## src/rtl/alu_seq_pkg.sv

```systemverilog
// Shared definitions for the ALU operation sequencer: op encodings,
// FSM state type and settle-counter width.
package alu_seq_pkg;

    localparam int CNT_W = 8;

    localparam logic [2:0] OP_ADD  = 3'd0;
    localparam logic [2:0] OP_SUB  = 3'd1;
    localparam logic [2:0] OP_XOR  = 3'd2;
    localparam logic [2:0] OP_SLT  = 3'd3;
    localparam logic [2:0] OP_AND  = 3'd4;
    localparam logic [2:0] OP_NAND = 3'd5;
    localparam logic [2:0] OP_NOR  = 3'd6;
    localparam logic [2:0] OP_OR   = 3'd7;

    typedef enum logic [1:0] {
        IDLE   = 2'd0,
        SETTLE = 2'd1,
        RESP   = 2'd2
    } state_t;

endpackage

```

## src/rtl/alu_ref_model.sv

```systemverilog
// Combinational golden model of the gate-level ALU. Mirrors the ALU's own
// formulas: SUB is a + ~b + 1, SLT flags come from a + ~b with carry-in 0,
// logic ops report carry = overflow = 0.
module alu_ref_model
    import alu_seq_pkg::*;
#(
    parameter int WIDTH = 32
) (
    input  logic [WIDTH-1:0] a,
    input  logic [WIDTH-1:0] b,
    input  logic [2:0]       op,
    output logic [WIDTH-1:0] result,
    output logic             carry,
    output logic             overflow,
    output logic             zero
);

    logic [WIDTH:0] sum_add;
    logic [WIDTH:0] sum_sub;
    logic [WIDTH:0] sum_slt;

    // Evaluate all three adder forms, then select by op.
    always_comb begin
        sum_add  = {1'b0, a} + {1'b0, b};
        sum_sub  = {1'b0, a} + {1'b0, ~b} + {{WIDTH{1'b0}}, 1'b1};
        sum_slt  = {1'b0, a} + {1'b0, ~b};
        result   = '0;
        carry    = 1'b0;
        overflow = 1'b0;
        case (op)
            OP_ADD: begin
                result   = sum_add[WIDTH-1:0];
                carry    = sum_add[WIDTH];
                overflow = (a[WIDTH-1] == b[WIDTH-1]) && (sum_add[WIDTH-1] != a[WIDTH-1]);
            end
            OP_SUB: begin
                result   = sum_sub[WIDTH-1:0];
                carry    = sum_sub[WIDTH];
                overflow = (a[WIDTH-1] != b[WIDTH-1]) && (sum_sub[WIDTH-1] != a[WIDTH-1]);
            end
            OP_SLT: begin
                result   = {{(WIDTH-1){1'b0}}, sum_sub[WIDTH-1]};
                carry    = sum_slt[WIDTH];
                overflow = (a[WIDTH-1] != b[WIDTH-1]) && (sum_slt[WIDTH-1] != a[WIDTH-1]);
            end
            OP_XOR:  result = a ^ b;
            OP_AND:  result = a & b;
            OP_NAND: result = ~(a & b);
            OP_NOR:  result = ~(a | b);
            OP_OR:   result = a | b;
            default: result = '0;
        endcase
        zero = (result == '0);
    end

endmodule

```

## src/rtl/alu_op_sequencer.sv

```systemverilog
// Clocked initiator for the combinational ALU: accepts an op over a
// valid/ready handshake, drives registered operands/selector, waits
// SETTLE_CYCLES for ripple settling, then returns the captured result.
// Optional feature macro: ALU_SEQ_SELFCHECK_EN (golden-model compare,
// sticky chk_err). Without it chk_err is tied low.
module alu_op_sequencer
    import alu_seq_pkg::*;
#(
    parameter int WIDTH         = 32,
    parameter int SETTLE_CYCLES = 8
) (
    input  logic             clk,
    input  logic             rst_n,
    input  logic             req_valid,
    output logic             req_ready,
    input  logic [WIDTH-1:0] req_a,
    input  logic [WIDTH-1:0] req_b,
    input  logic [2:0]       req_op,
    output logic [WIDTH-1:0] alu_a,
    output logic [WIDTH-1:0] alu_b,
    output logic [2:0]       alu_sel,
    input  logic [WIDTH-1:0] alu_out,
    input  logic             alu_carry,
    input  logic             alu_overflow,
    input  logic             alu_zero,
    output logic             rsp_valid,
    input  logic             rsp_ready,
    output logic [WIDTH-1:0] rsp_result,
    output logic             rsp_carry,
    output logic             rsp_overflow,
    output logic             rsp_zero,
    output logic             chk_err
);

    // state  | meaning
    // IDLE   | waiting for a request (ready once out of reset for one edge)
    // SETTLE | ALU inputs driven, counting down settle cycles
    // RESP   | captured result presented, waiting for rsp_ready

    localparam logic [CNT_W-1:0] CNT_LOAD = CNT_W'(SETTLE_CYCLES - 1);

    state_t           state_q, state_d;
    logic [CNT_W-1:0] cnt_q, cnt_d;
    logic             armed_q;
    logic             accept;
    logic             capture;

    // Next-state, counter and handshake outputs.
    always_comb begin
        state_d   = state_q;
        cnt_d     = cnt_q;
        accept    = 1'b0;
        capture   = 1'b0;
        req_ready = armed_q && (state_q == IDLE);
        rsp_valid = (state_q == RESP);
        case (state_q)
            IDLE: begin
                if (req_valid && req_ready) begin
                    accept  = 1'b1;
                    cnt_d   = CNT_LOAD;
                    state_d = SETTLE;
                end
            end
            SETTLE: begin
                if (cnt_q != '0) begin
                    cnt_d = cnt_q - 1'b1;
                end else begin
                    capture = 1'b1;
                    state_d = RESP;
                end
            end
            RESP: begin
                if (rsp_ready) state_d = IDLE;
            end
            default: state_d = IDLE;
        endcase
    end

    // State register; armed_q keeps req_ready low until the first edge after reset.
    always_ff @(posedge clk or negedge rst_n) begin
        if (!rst_n) begin
            state_q <= IDLE;
            cnt_q   <= '0;
            armed_q <= 1'b0;
        end else begin
            state_q <= state_d;
            cnt_q   <= cnt_d;
            armed_q <= 1'b1;
        end
    end

    // ALU operand/selector registers change only on request acceptance.
    always_ff @(posedge clk or negedge rst_n) begin
        if (!rst_n) begin
            alu_a   <= '0;
            alu_b   <= '0;
            alu_sel <= '0;
        end else if (accept) begin
            alu_a   <= req_a;
            alu_b   <= req_b;
            alu_sel <= req_op;
        end
    end

    // Response registers load on the capture edge and hold through RESP.
    always_ff @(posedge clk or negedge rst_n) begin
        if (!rst_n) begin
            rsp_result   <= '0;
            rsp_carry    <= 1'b0;
            rsp_overflow <= 1'b0;
            rsp_zero     <= 1'b0;
        end else if (capture) begin
            rsp_result   <= alu_out;
            rsp_carry    <= alu_carry;
            rsp_overflow <= alu_overflow;
            rsp_zero     <= alu_zero;
        end
    end

`ifdef ALU_SEQ_SELFCHECK_EN
    logic [WIDTH-1:0] ref_result;
    logic             ref_carry;
    logic             ref_overflow;
    logic             ref_zero;
    logic             arith_op;
    logic             mismatch;
    logic             chk_err_q;

    alu_ref_model #(.WIDTH(WIDTH)) u_ref (
        .a        (alu_a),
        .b        (alu_b),
        .op       (alu_sel),
        .result   (ref_result),
        .carry    (ref_carry),
        .overflow (ref_overflow),
        .zero     (ref_zero)
    );

    // Carry/overflow are only meaningful for the adder-based ops.
    always_comb begin
        arith_op = (alu_sel == OP_ADD) || (alu_sel == OP_SUB) || (alu_sel == OP_SLT);
        mismatch = (alu_out != ref_result) || (alu_zero != ref_zero) ||
                   (arith_op && ((alu_carry != ref_carry) || (alu_overflow != ref_overflow)));
    end

    // Sticky error flag, sampled on the capture edge only.
    always_ff @(posedge clk or negedge rst_n) begin
        if (!rst_n) begin
            chk_err_q <= 1'b0;
        end else if (capture && mismatch) begin
            chk_err_q <= 1'b1;
        end
    end

    assign chk_err = chk_err_q;
`else
    assign chk_err = 1'b0;
`endif

endmodule

```

## config.mk

```make
export PLATFORM = sky130hd
export DESIGN_NAME = alu_op_sequencer
export DESIGN_NICKNAME = d
export VERILOG_FILES = /design/src/rtl/alu_seq_pkg.sv /design/src/rtl/alu_ref_model.sv /design/src/rtl/alu_op_sequencer.sv
export SDC_FILE = /design/constraint.sdc
export NUM_CORES = 1
export LEC_CHECK = 0
export CAP_MARGIN = 0
export CORE_MARGIN = 4
export CORE_UTILIZATION = 44
export DETAILED_ROUTE_END_ITERATION = 7
export MAX_ROUTING_LAYER = met4
export PLACE_DENSITY_LB_ADDON = 0.25
export SYNTH_ARGS = -nofsm -noshare
export SYNTH_HDL_FRONTEND = slang
export SYNTH_HIERARCHICAL = 1
export SYNTH_SLANG_ARGS = --single-unit
```

## constraint.sdc

```tcl
create_clock -name clk -period 3.4 [get_ports clk]
set_input_delay 0.51 -clock clk [delete_from_list [all_inputs] [get_ports clk]]
set_output_delay 0.51 -clock clk [all_outputs]
set_load 0.01 [all_outputs]
```

==> results of run 1 <==
cells in the mapped netlist (2+ instances only):
| cell type | instances |
|---|---|
| nand2_1 | 206 |
| dfrtp_1 | 113 |
| mux2_4 | 29 |
| clkbuf_1 | 8 |
| buf_2 | 7 |
| nor2_1 | 7 |
| mux2_2 | 6 |
| mux2i_1 | 5 |
| buf_12 | 3 |
| inv_1 | 3 |
| a21oi_1 | 2 |
| conb_1 | 2 |
| ha_1 | 2 |
| nand2b_1 | 2 |
| o21ai_0 | 2 |
routing by layer:
layer / track usage (%) / vias to the layer above / share of wire, %
met1: 24.6 / 1797 / 37
met4: 8.82 / 0 / 2.5
li1: - / 1729 / -
met5: - / - / 0
met2: 37.9 / 135 / 55
met3: 6.11 / 22 / 6.3
flip-flops by register name, indices dropped and copies added (netlist names):
signal	cells
alu_a	32
alu_b	32
alu_sel	3
armed_q	1
cnt_q	8
rsp_carry	1
rsp_overflow	1
rsp_result	32
rsp_zero	1
state_q	2
cells in the final DEF, fill, tap and decap left out, types with 3 or more instances in the layout:
cell type        Yosys  layout
clkdlybuf4s50_1      0     208
nand2_1            206     205
dfrtp_1            113     113
mux2_4              29      29
clkbuf_16            0      16
nor2_1               7       7
mux2_2               6       6
mux2i_1              5       5
bufinv_16            0       5
clkinv_2             0       4
inv_1                3       3
clkbuf_8             0       3
buf_4                1       3
layout make-up:
| type | count | share of cell area [%] |
|---|---|---|
| Multi-Input combinational cell | 279 | 21.3 |
| Sequential cell | 113 | 38.5 |
| Clock inverter | 11 | 2.52 |
| Clock buffer | 20 | 6.07 |
| Tap cell | 133 | 2.27 |
| Timing Repair Buffer | 213 | 29.2 |
| Inverter | 3 | 0.153 |
through the flow:
step,instance area [um2],hold slack [ns],total power [uW]
finish,7340,0.0995,6990
global route,7340,0.158,7400
CTS,7340,0.117,7060
detailed placement,6710,0.462,5130
global placement,6710,0.456,5020
floorplan,4540,0.214,3530
power by group through the flow:
stage / logic (uW) / clock network, uW / registers, uW
6_report: 2720 / 1880 / 2380
5_1_grt: 2940 / 1990 / 2470
4_1_cts: 2770 / 1910 / 2390
3_5_place_dp: 2740 / 0 / 2390
3_3_place_gp: 2660 / 0 / 2350
2_1_floorplan: 905 / 0 / 2630
cells by family after synthesis:
logic type	count (synthesis)	synth area share, %
simple gates	227	20.2
flops	113	62.3
mux	40	12.2
buf+inv	23	3.42
compound gates	7	1.02
fa+ha+maj	2	0.551
other cells	2	0.165
xor+xnor	1	0.193
worst min-delay path by stage:
stage                                startpoint               endpoint  slack, ns  cells after the start
final                                     rst_n  alu_a[17]$_DFFE_PN0P_        0.1                      1
after global routing                      rst_n  alu_a[18]$_DFFE_PN0P_       0.16                      1
after CTS                                 rst_n  alu_b[30]$_DFFE_PN0P_       0.12                      1
after detailed placement  alu_a[20]$_DFFE_PN0P_  alu_a[20]$_DFFE_PN0P_       0.46                      2
after global placement    alu_b[15]$_DFFE_PN0P_  alu_b[15]$_DFFE_PN0P_       0.46                      2
after floorplan                           rst_n   alu_a[0]$_DFFE_PN0P_       0.21                      0
==> flow_summary.ini, run 1 <==
[final_layout]
nFillCells = 713
fin_cells = 772
diodes = 0
area_growth_pct = 61.7
regArea_mm2 = 0.00283
fin_nets = 735
fin_util_pct = 74.1
drive_gt1_share_pct = 12.2
multi_input_area_mm2 = 0.00156

[yosys]
ys_seq_elements = 113
synth.top_cell.area_share_pct = 62.3
syn_inst = 415
synthTopCellsByArea = dfrtp_1 62%, nand2_1 17%, mux2_4 9.6%, mux2_2 1.5%, buf_12 1.3%
yosys.cell_types.count = 33
yosys_warnings = 6
syn_nets = 523
seq_area_frac_synth_pct = 62.3
ys_async_sr_fraction_pct = 100
syn-mean-instance-area_um2 = 10.9
syn-cell-area_mm2 = 0.00454
synth_area_leader_cell = dfrtp_1
synth_ff_type = dfrtp_1
synth-edff-count = 0

[critical_path]
crit_end = req_ready
crit_arrival_ns = 1.93
path_delay_family = buffers and inverters
critPathBufInv = 1
critPathLaunchType = flop
critical_path_class = reg2out
path_cells = nor3b_1, clkdlybuf4s50_1
required_ns = 2.89
crit_slowest_cell = clkdlybuf4s50_1
worstPathMaxFanout = 4
cp.depth = 2
cp_slowest_stage_delay_ns = 0.64
endpoint_kind = output pin
r2r_cells = 6
reg2reg_to = rsp_result[12]$_DFFE_PN0P_
rrSetupSlack_ns = 1.01
critPathLaunch = state_q[0]$_DFFE_PN0P_
r2r-start = cnt_q[0]$_DFFE_PN0P_

[global_routing]
grt_pass1_vias = 3731
overflow = 0
grt_max_degree = 64
antenna_found_initial = 0
grt_pass1_wl_um = 19500
grt_usage_pct = 22.2

[floorplan]
rows = 36
die_w_um = 110
die_h_um = 110
core-area_mm2 = 0.00991
io_pins = 211
die_area_mm2 = 0.0120
start_util_pct = 45.8

[sta]
fin_crit_sh_pct = 71.9
finClkSkew_ns = 0.0174
worstMarginPinSlew_ns = 1.17
min_period_ns = 2.44
hold_viol = 0
rsz0062_at_grt = no
layout_setup_ws_ns = 0.955
slew_violations = 0
slew_headroom_pct = 22.0
setup_viol = 0
tns_ns = 0
fmax_mhz = 409

[route]
routed_wl_um = 12600
vias_per_cell = 4.77
dr.pass1.iters = 4
drcViolationCount = 0
vias = 3683
routedWlPerCell_um = 16.4
drtIter0Drc = 175
ant_nets = 0

[pwr]
p_per_area_mw_per_mm2 = 952
p_int_uw = 4910
leakagePower_uw = 0.00353
p_seq_share_pct = 34.1
ir_worst_vdd_uv = 520
p_comb_share_pct = 39.0
power_frac_clock_pct = 27.0
power_switching_uw = 2080
netSwitchingFraction_pct = 29.7

[placed_design]
dp.cells = 741
dp_hpwl_um = 8920
portBuffers = 209
gp_congestion = 0.750
pre_cts_ws_ns = 1.04

[clock_network]
clock_latency_ns = 0.51
ctsHtreeMaxLevel = 4
cts_tree = done
root_buffer = clkbuf_8
cts_made_buffers = 17
cts_buffer_depth = 2
post_cts_buffers = 0
cts.sinks = 113
ctsHoldBuffers = 0
ctsResizeCount = 0
clk_pin_slew_ns = 0.06

[run]
cap_violations = 0

[worst_hold_path]
hold_class = in2async

[run_status]
status = finished clean
Note: power is estimated with default switching activity, not from simulation.
==> inputs of run 2 (changes only) <==
--- a/config.mk
+++ b/config.mk
@@ -7,7 +7,7 @@
 export LEC_CHECK = 0
 export CAP_MARGIN = 0
 export CORE_MARGIN = 4
-export CORE_UTILIZATION = 44
+export CORE_UTILIZATION = 41
 export DETAILED_ROUTE_END_ITERATION = 7
 export MAX_ROUTING_LAYER = met4
 export PLACE_DENSITY_LB_ADDON = 0.25
==> constraint.sdc (replaced) <==
create_clock -name clk -period 2.5 [get_ports clk]
set_input_delay 0.375 -clock clk [delete_from_list [all_inputs] [get_ports clk]]
set_output_delay 0.375 -clock clk [all_outputs]
set_load 0.01 [all_outputs]
==> run 2 against run 1 <==
Clock power up 31%. Global-route usage fell by 1.2 points. Clock-buffer cell count did not move. Clock skew shrank 0.0099 ns. Power rose by 35%. Setup slack lost 0.74 ns. Design area rose by 0.63%. Routed wire length decreased by 0.31%. Register-to-register slack worse by 0.52 ns. Combinational power rose by 36%. Via count shrank 0.30%.
==> flow_summary.ini, run 2 (synthesized netlist as in run 1, its figures left out) <==
[clock_network]
cts_tree = done
ctsHtreeMaxLevel = 4
clock_latency_ns = 0.51
cts_made_buffers = 17
root_buffer = clkbuf_8
clk_pin_slew_ns = 0.06
ctsResizeCount = 0
post_cts_buffers = 0
cts.sinks = 113
cts_buffer_depth = 2

[final_layout]
drive_gt1_share_pct = 13.0
nFillCells = 840
final_cell_mix = 208 x clkdlybuf4s50_1, 205 x nand2_1, 113 x dfrtp_1
regArea_mm2 = 0.00283
fin_nets = 741
area_growth_pct = 62.7
reg_top3 = alu_a (32), alu_b (32), rsp_result (32)
multi_input_area_mm2 = 0.00156
final_common_cell = clkdlybuf4s50_1
diodes = 0
final_area_mm2 = 0.00739
fin_util_pct = 68.2

[critical_path]
required_ns = 2.12
critPathBufInv = 1
r2r-start = cnt_q[0]$_DFFE_PN0P_
critical_path_class = reg2out
path_cells = nor3b_1, clkdlybuf4s50_1
cp_slowest_stage_delay_ns = 0.63
worstPathMaxFanout = 4
path_delay_family = buffers and inverters
critPathLaunch = state_q[0]$_DFFE_PN0P_
crit_slowest_cell = clkdlybuf4s50_1
endpoint_kind = output pin
crit_arrival_ns = 1.91
critPathLaunchType = flop

[global_routing]
antenna_found_initial = 0
overflow = 0
grt_usage_pct = 21.0
grt_pass1_wl_um = 20200
grt_max_degree = 49
grt_pass1_vias = 3913

[route]
routedWlPerCell_um = 16.0
ant_nets = 0
vias_per_cell = 4.67
drtIter0Drc = 190
vias = 3672
dr.pass1.iters = 4
drcViolationCount = 0
routed_wl_um = 12600

[pwr]
power_frac_clock_pct = 26.2
p_per_area_mw_per_mm2 = 1270
p_comb_share_pct = 39.3
ir_worst_vdd_uv = 673
p_seq_share_pct = 34.5
netSwitchingFraction_pct = 30.0
power_switching_uw = 2820
leakagePower_uw = 0.00357
p_int_uw = 6590

[placed_design]
gp_congestion = 0.818
dp_hpwl_um = 8950
portBuffers = 209
dpl_cell_area_mm2 = 0.00677

[sta]
setup_viol = 0
min_period_ns = 2.28
tns_ns = 0
fmax_mhz = 438
worstMarginPinSlew_ns = 0.655
fin_crit_sh_pct = 91.4
finClkSkew_ns = 0.00747
slew_headroom_pct = 55.9
slew_violations = 0
rsz0062_at_grt = no
hold_viol = 0

[floorplan]
start_util_pct = 41.9
core-area_mm2 = 0.0108
die_h_um = 113
die_w_um = 113
io_pins = 211
rows = 38
die_area_mm2 = 0.0128

[run]
cap_violations = 0

[worst_hold_path]
hold_class = in2async

[run_status]
status = finished clean
==> run 2: layout make-up <==
class                           count  share of cell area [%]
Sequential cell                   113                    38.3
Clock buffer                       20                    6.03
Tap cell                          140                    2.37
Multi-Input combinational cell    279                    21.1
Clock inverter                     12                    2.20
Inverter                            3                   0.152
Timing Repair Buffer              219                    29.8
==> run 2: layer usage <==
metal	part of all wire (%)	vias to the layer above	track usage (%)	routed length, um
met5	0	-	-	0
met2	46	169	31.1	5850
met1	42	1748	25.8	5250
li1	-	1738	-	-
met3	10	17	8.34	1310
met4	1.4	0	8.41	181
==> run 2: stage by stage <==
stage	power (uW)	worst slack, ns	instances	hold slack [ns]
2_1_floorplan	4800	0.658	415	0.0794
3_3_place_gp	6850	0.564	753	0.374
3_5_place_dp	6990	0.491	753	0.384
4_1_cts	9540	0.170	786	0.355
5_1_grt	9980	0.0824	786	0.356
6_report	9410	0.216	786	0.367
==> run 2: worst reg2reg max path: stages, from the launching register on <==
cell and delay [ns]:
dfrtp_1 0.40, inv_1 0.10, ha_1 0.16, nor3b_2 0.28
nand2_2 0.10, or2_2 0.34, buf_12 0.19, mux2_4 0.32
==> run 2: final timing paths <==
| kind | slack [ns] | cells after the start | endpoint |
|---|---|---|---|
| max | 0.22 | 2 | req_ready |
| min | 0.37 | 2 | rsp_result[7]$_DFFE_PN0P_ |
| max reg2reg | 0.49 | 7 | rsp_result[18]$_DFFE_PN0P_ |
| min reg2reg | 0.47 | 2 | alu_b[28]$_DFFE_PN0P_ |
| max in group asynchronous | 1.46 | 3 | alu_b[1]$_DFFE_PN0P_ |
| min in group clk | 0.39 | 3 | alu_a[17]$_DFFE_PN0P_ |
==> run 2: repair_timing <==
| action | in CTS | in global routing |
|---|---|---|
| hold buffers | 1 | 0 |
| endpoints found under the hold margin | 36 | 0 |
| endpoints found under the setup margin | 0 | 0 |
==> run 2: power by group through the flow <==
| stage | registers [uW] | clock network, uW | logic, uW |
|---|---|---|---|
| floorplan | 3570 | 0 | 1230 |
| global placement | 3210 | 0 | 3640 |
| detailed placement | 3260 | 0 | 3730 |
| CTS | 3260 | 2520 | 3770 |
| global route | 3370 | 2620 | 3990 |
| finish | 3250 | 2460 | 3700 |
==> inputs of run 3 (changes only) <==
--- a/config.mk
+++ b/config.mk
@@ -6,8 +6,10 @@
 export NUM_CORES = 1
 export LEC_CHECK = 0
 export CAP_MARGIN = 0
+export CELL_PAD_IN_SITES_DETAIL_PLACEMENT = 0
+export CELL_PAD_IN_SITES_GLOBAL_PLACEMENT = 1
 export CORE_MARGIN = 4
-export CORE_UTILIZATION = 41
+export CORE_UTILIZATION = 31
 export DETAILED_ROUTE_END_ITERATION = 7
 export MAX_ROUTING_LAYER = met4
 export PLACE_DENSITY_LB_ADDON = 0.25
==> constraint.sdc (replaced) <==
create_clock -name clk -period 2.5 [get_ports clk]
set_input_delay 0.25 -clock clk [delete_from_list [all_inputs] [get_ports clk]]
set_output_delay 0.25 -clock clk [all_outputs]
set_load 0.01 [all_outputs]
==> run 3 against run 2 <==
Hold slack improved by 0.0021 ns. Routed wire length fell by 3.1%. Sequential power barely moved. Core utilization fell by 15 points. Die area rose by 30%. Maximum frequency rose by 5.7%. Combinational power fell by 1%.
==> flow_summary.ini, run 3 (synthesized netlist as in run 1, its figures left out) <==
[pwr]
ir_worst_vdd_uv = 506
p_seq_share_pct = 34.0
power_switching_uw = 2780
p_int_uw = 6690
p_per_area_mw_per_mm2 = 1270
power_frac_clock_pct = 27.3
netSwitchingFraction_pct = 29.4
p_comb_share_pct = 38.7
leakagePower_uw = 0.00355

[clock_network]
clock_latency_ns = 0.40
cts_buffer_depth = 2
cts_tree = done
ctsResizeCount = 0
cts.sinks = 113
ctsHtreeMaxLevel = 4
clk_pin_slew_ns = 0.05
post_cts_buffers = 0
cts_made_buffers = 17
ctsHoldBuffers = 1
root_buffer = clkbuf_16

[route]
routedWlPerCell_um = 14.8
drcViolationCount = 0
ant_nets = 0
dr.pass1.iters = 6
routed_wl_um = 12200
vias_per_cell = 4.31
vias = 3548
drtIter0Drc = 175

[final_layout]
diodes = 0
final_common_cell = clkdlybuf4s50_1
final_cell_mix = 208 x clkdlybuf4s50_1, 205 x nand2_1, 113 x dfrtp_1
area_growth_pct = 63.7
drive_gt1_share_pct = 12.6
fin_nets = 738
reg_top3 = alu_a (32), alu_b (32), rsp_result (32)
fin_util_pct = 52.7
final_area_mm2 = 0.00743

[sta]
worstMarginPinSlew_ns = 0.634
hold_viol = 0
rsz0062_at_grt = no
slew_violations = 0
min_period_ns = 2.16
setup_viol = 0
fmax_mhz = 463
slew_headroom_pct = 57.7
layout_setup_ws_ns = 0.340
holdWs_ns = 0.369
finClkSkew_ns = 0.00627
tns_ns = 0
fin_crit_sh_pct = 86.4

[global_routing]
overflow = 0
grt_max_degree = 75
antenna_found_initial = 0
grt_pass1_vias = 3729
grt_pass1_wl_um = 19000
grt_usage_pct = 15.2

[critical_path]
worstPathMaxFanout = 36
path_cells = inv_1, ha_1, nor3b_2, nand2_2, or2_2, buf_4, mux2_4
critPathLaunchType = flop
endpoint_kind = flop
crit_arrival_ns = 2.44
cp_slowest_stage_delay_ns = 0.40
r2r_cells = 7
crit_end = rsp_result[14]$_DFFE_PN0P_
rrSetupSlack_ns = 0.34
critPathBufInv = 2
required_ns = 2.78
path_delay_family = simple AND/OR/NAND/NOR gates
reg2reg_to = rsp_result[14]$_DFFE_PN0P_
r2r-start = cnt_q[0]$_DFFE_PN0P_
critical_path_class = reg2reg
cp.depth = 7
crit_slowest_cell = dfrtp_1
critPathLaunch = cnt_q[0]$_DFFE_PN0P_

[placed_design]
dpl_cell_area_mm2 = 0.00679
gp_congestion = 0.754
portBuffers = 209
pre_cts_ws_ns = 0.350
dp_hpwl_um = 8640

[floorplan]
rows = 43
die_area_mm2 = 0.0166
die_w_um = 129
die_h_um = 129
start_util_pct = 32.2
core-area_mm2 = 0.0141
io_pins = 211

[run_status]
status = finished clean

[worst_hold_path]
hold_class = in2async

[run]
cap_violations = 0
run 3: cell count changes in the layout (fill, tap and decap cells not counted), sizes merged:
| cell | change |
|---|---|
| clkinvlp | +1 |
| buf | -3 |
| clkinv | -3 |
| clkbuf | +2 |
run 3: power by group through the flow:
stage | Combinational [uW] | Sequential (uW) | Clock [uW]
final | 3660 | 3220 | 2590
after global routing | 3950 | 3330 | 2740
after CTS | 3730 | 3230 | 2660
after detailed placement | 3720 | 3230 | 0
after global placement | 3670 | 3210 | 0
after floorplan | 1230 | 3570 | 0
run 3: per-layer routing:
| layer | global-route usage [%] | share of wire (%) | vias to the layer above |
|---|---|---|---|
| li1 | - | - | 1736 |
| met1 | 19.0 | 43 | 1680 |
| met2 | 23.9 | 50 | 121 |
| met3 | 4.12 | 5.5 | 11 |
| met4 | 5.50 | 1.4 | 0 |
| met5 | - | 0 | - |
run 3: cell type report:
type | count | area, um2
clock buffers | 22 | 484
flip-flops and latches | 113 | 2830
fillers | 1241 | 6660
inverters | 3 | 11.3
multi-input cells | 279 | 1560
repair buffers | 216 | 2170
clock inverters | 10 | 155
well taps | 180 | 225
run 3: worst min path at each step:
| stage | startpoint | to | slack, ns |
|---|---|---|---|
| floorplan | rst_n | alu_a[0]$_DFFE_PN0P_ | -0.05 |
| global placement | rst_n | alu_a[15]$_DFFE_PN0P_ | 0.28 |
| detailed placement | rst_n | alu_a[15]$_DFFE_PN0P_ | 0.28 |
| CTS | req_a[24] | alu_a[24]$_DFFE_PN0P_ | 0.34 |
| global route | req_b[9] | alu_b[9]$_DFFE_PN0P_ | 0.36 |
| finish | rst_n | alu_a[15]$_DFFE_PN0P_ | 0.37 |
run 3: stage by stage:
step,total power (uW),cells
detailed placement,6950,790
finish,9470,823
global placement,6880,790
floorplan,4800,415
CTS,9620,823
global route,10000,823
run 3: worst register-to-register path, stage by stage (launching register included):
cell and delay (ns):
dfrtp_1 0.40, inv_1 0.09, ha_1 0.16, nor3b_2 0.27
nand2_2 0.09, or2_2 0.31, buf_4 0.31, mux2_4 0.42
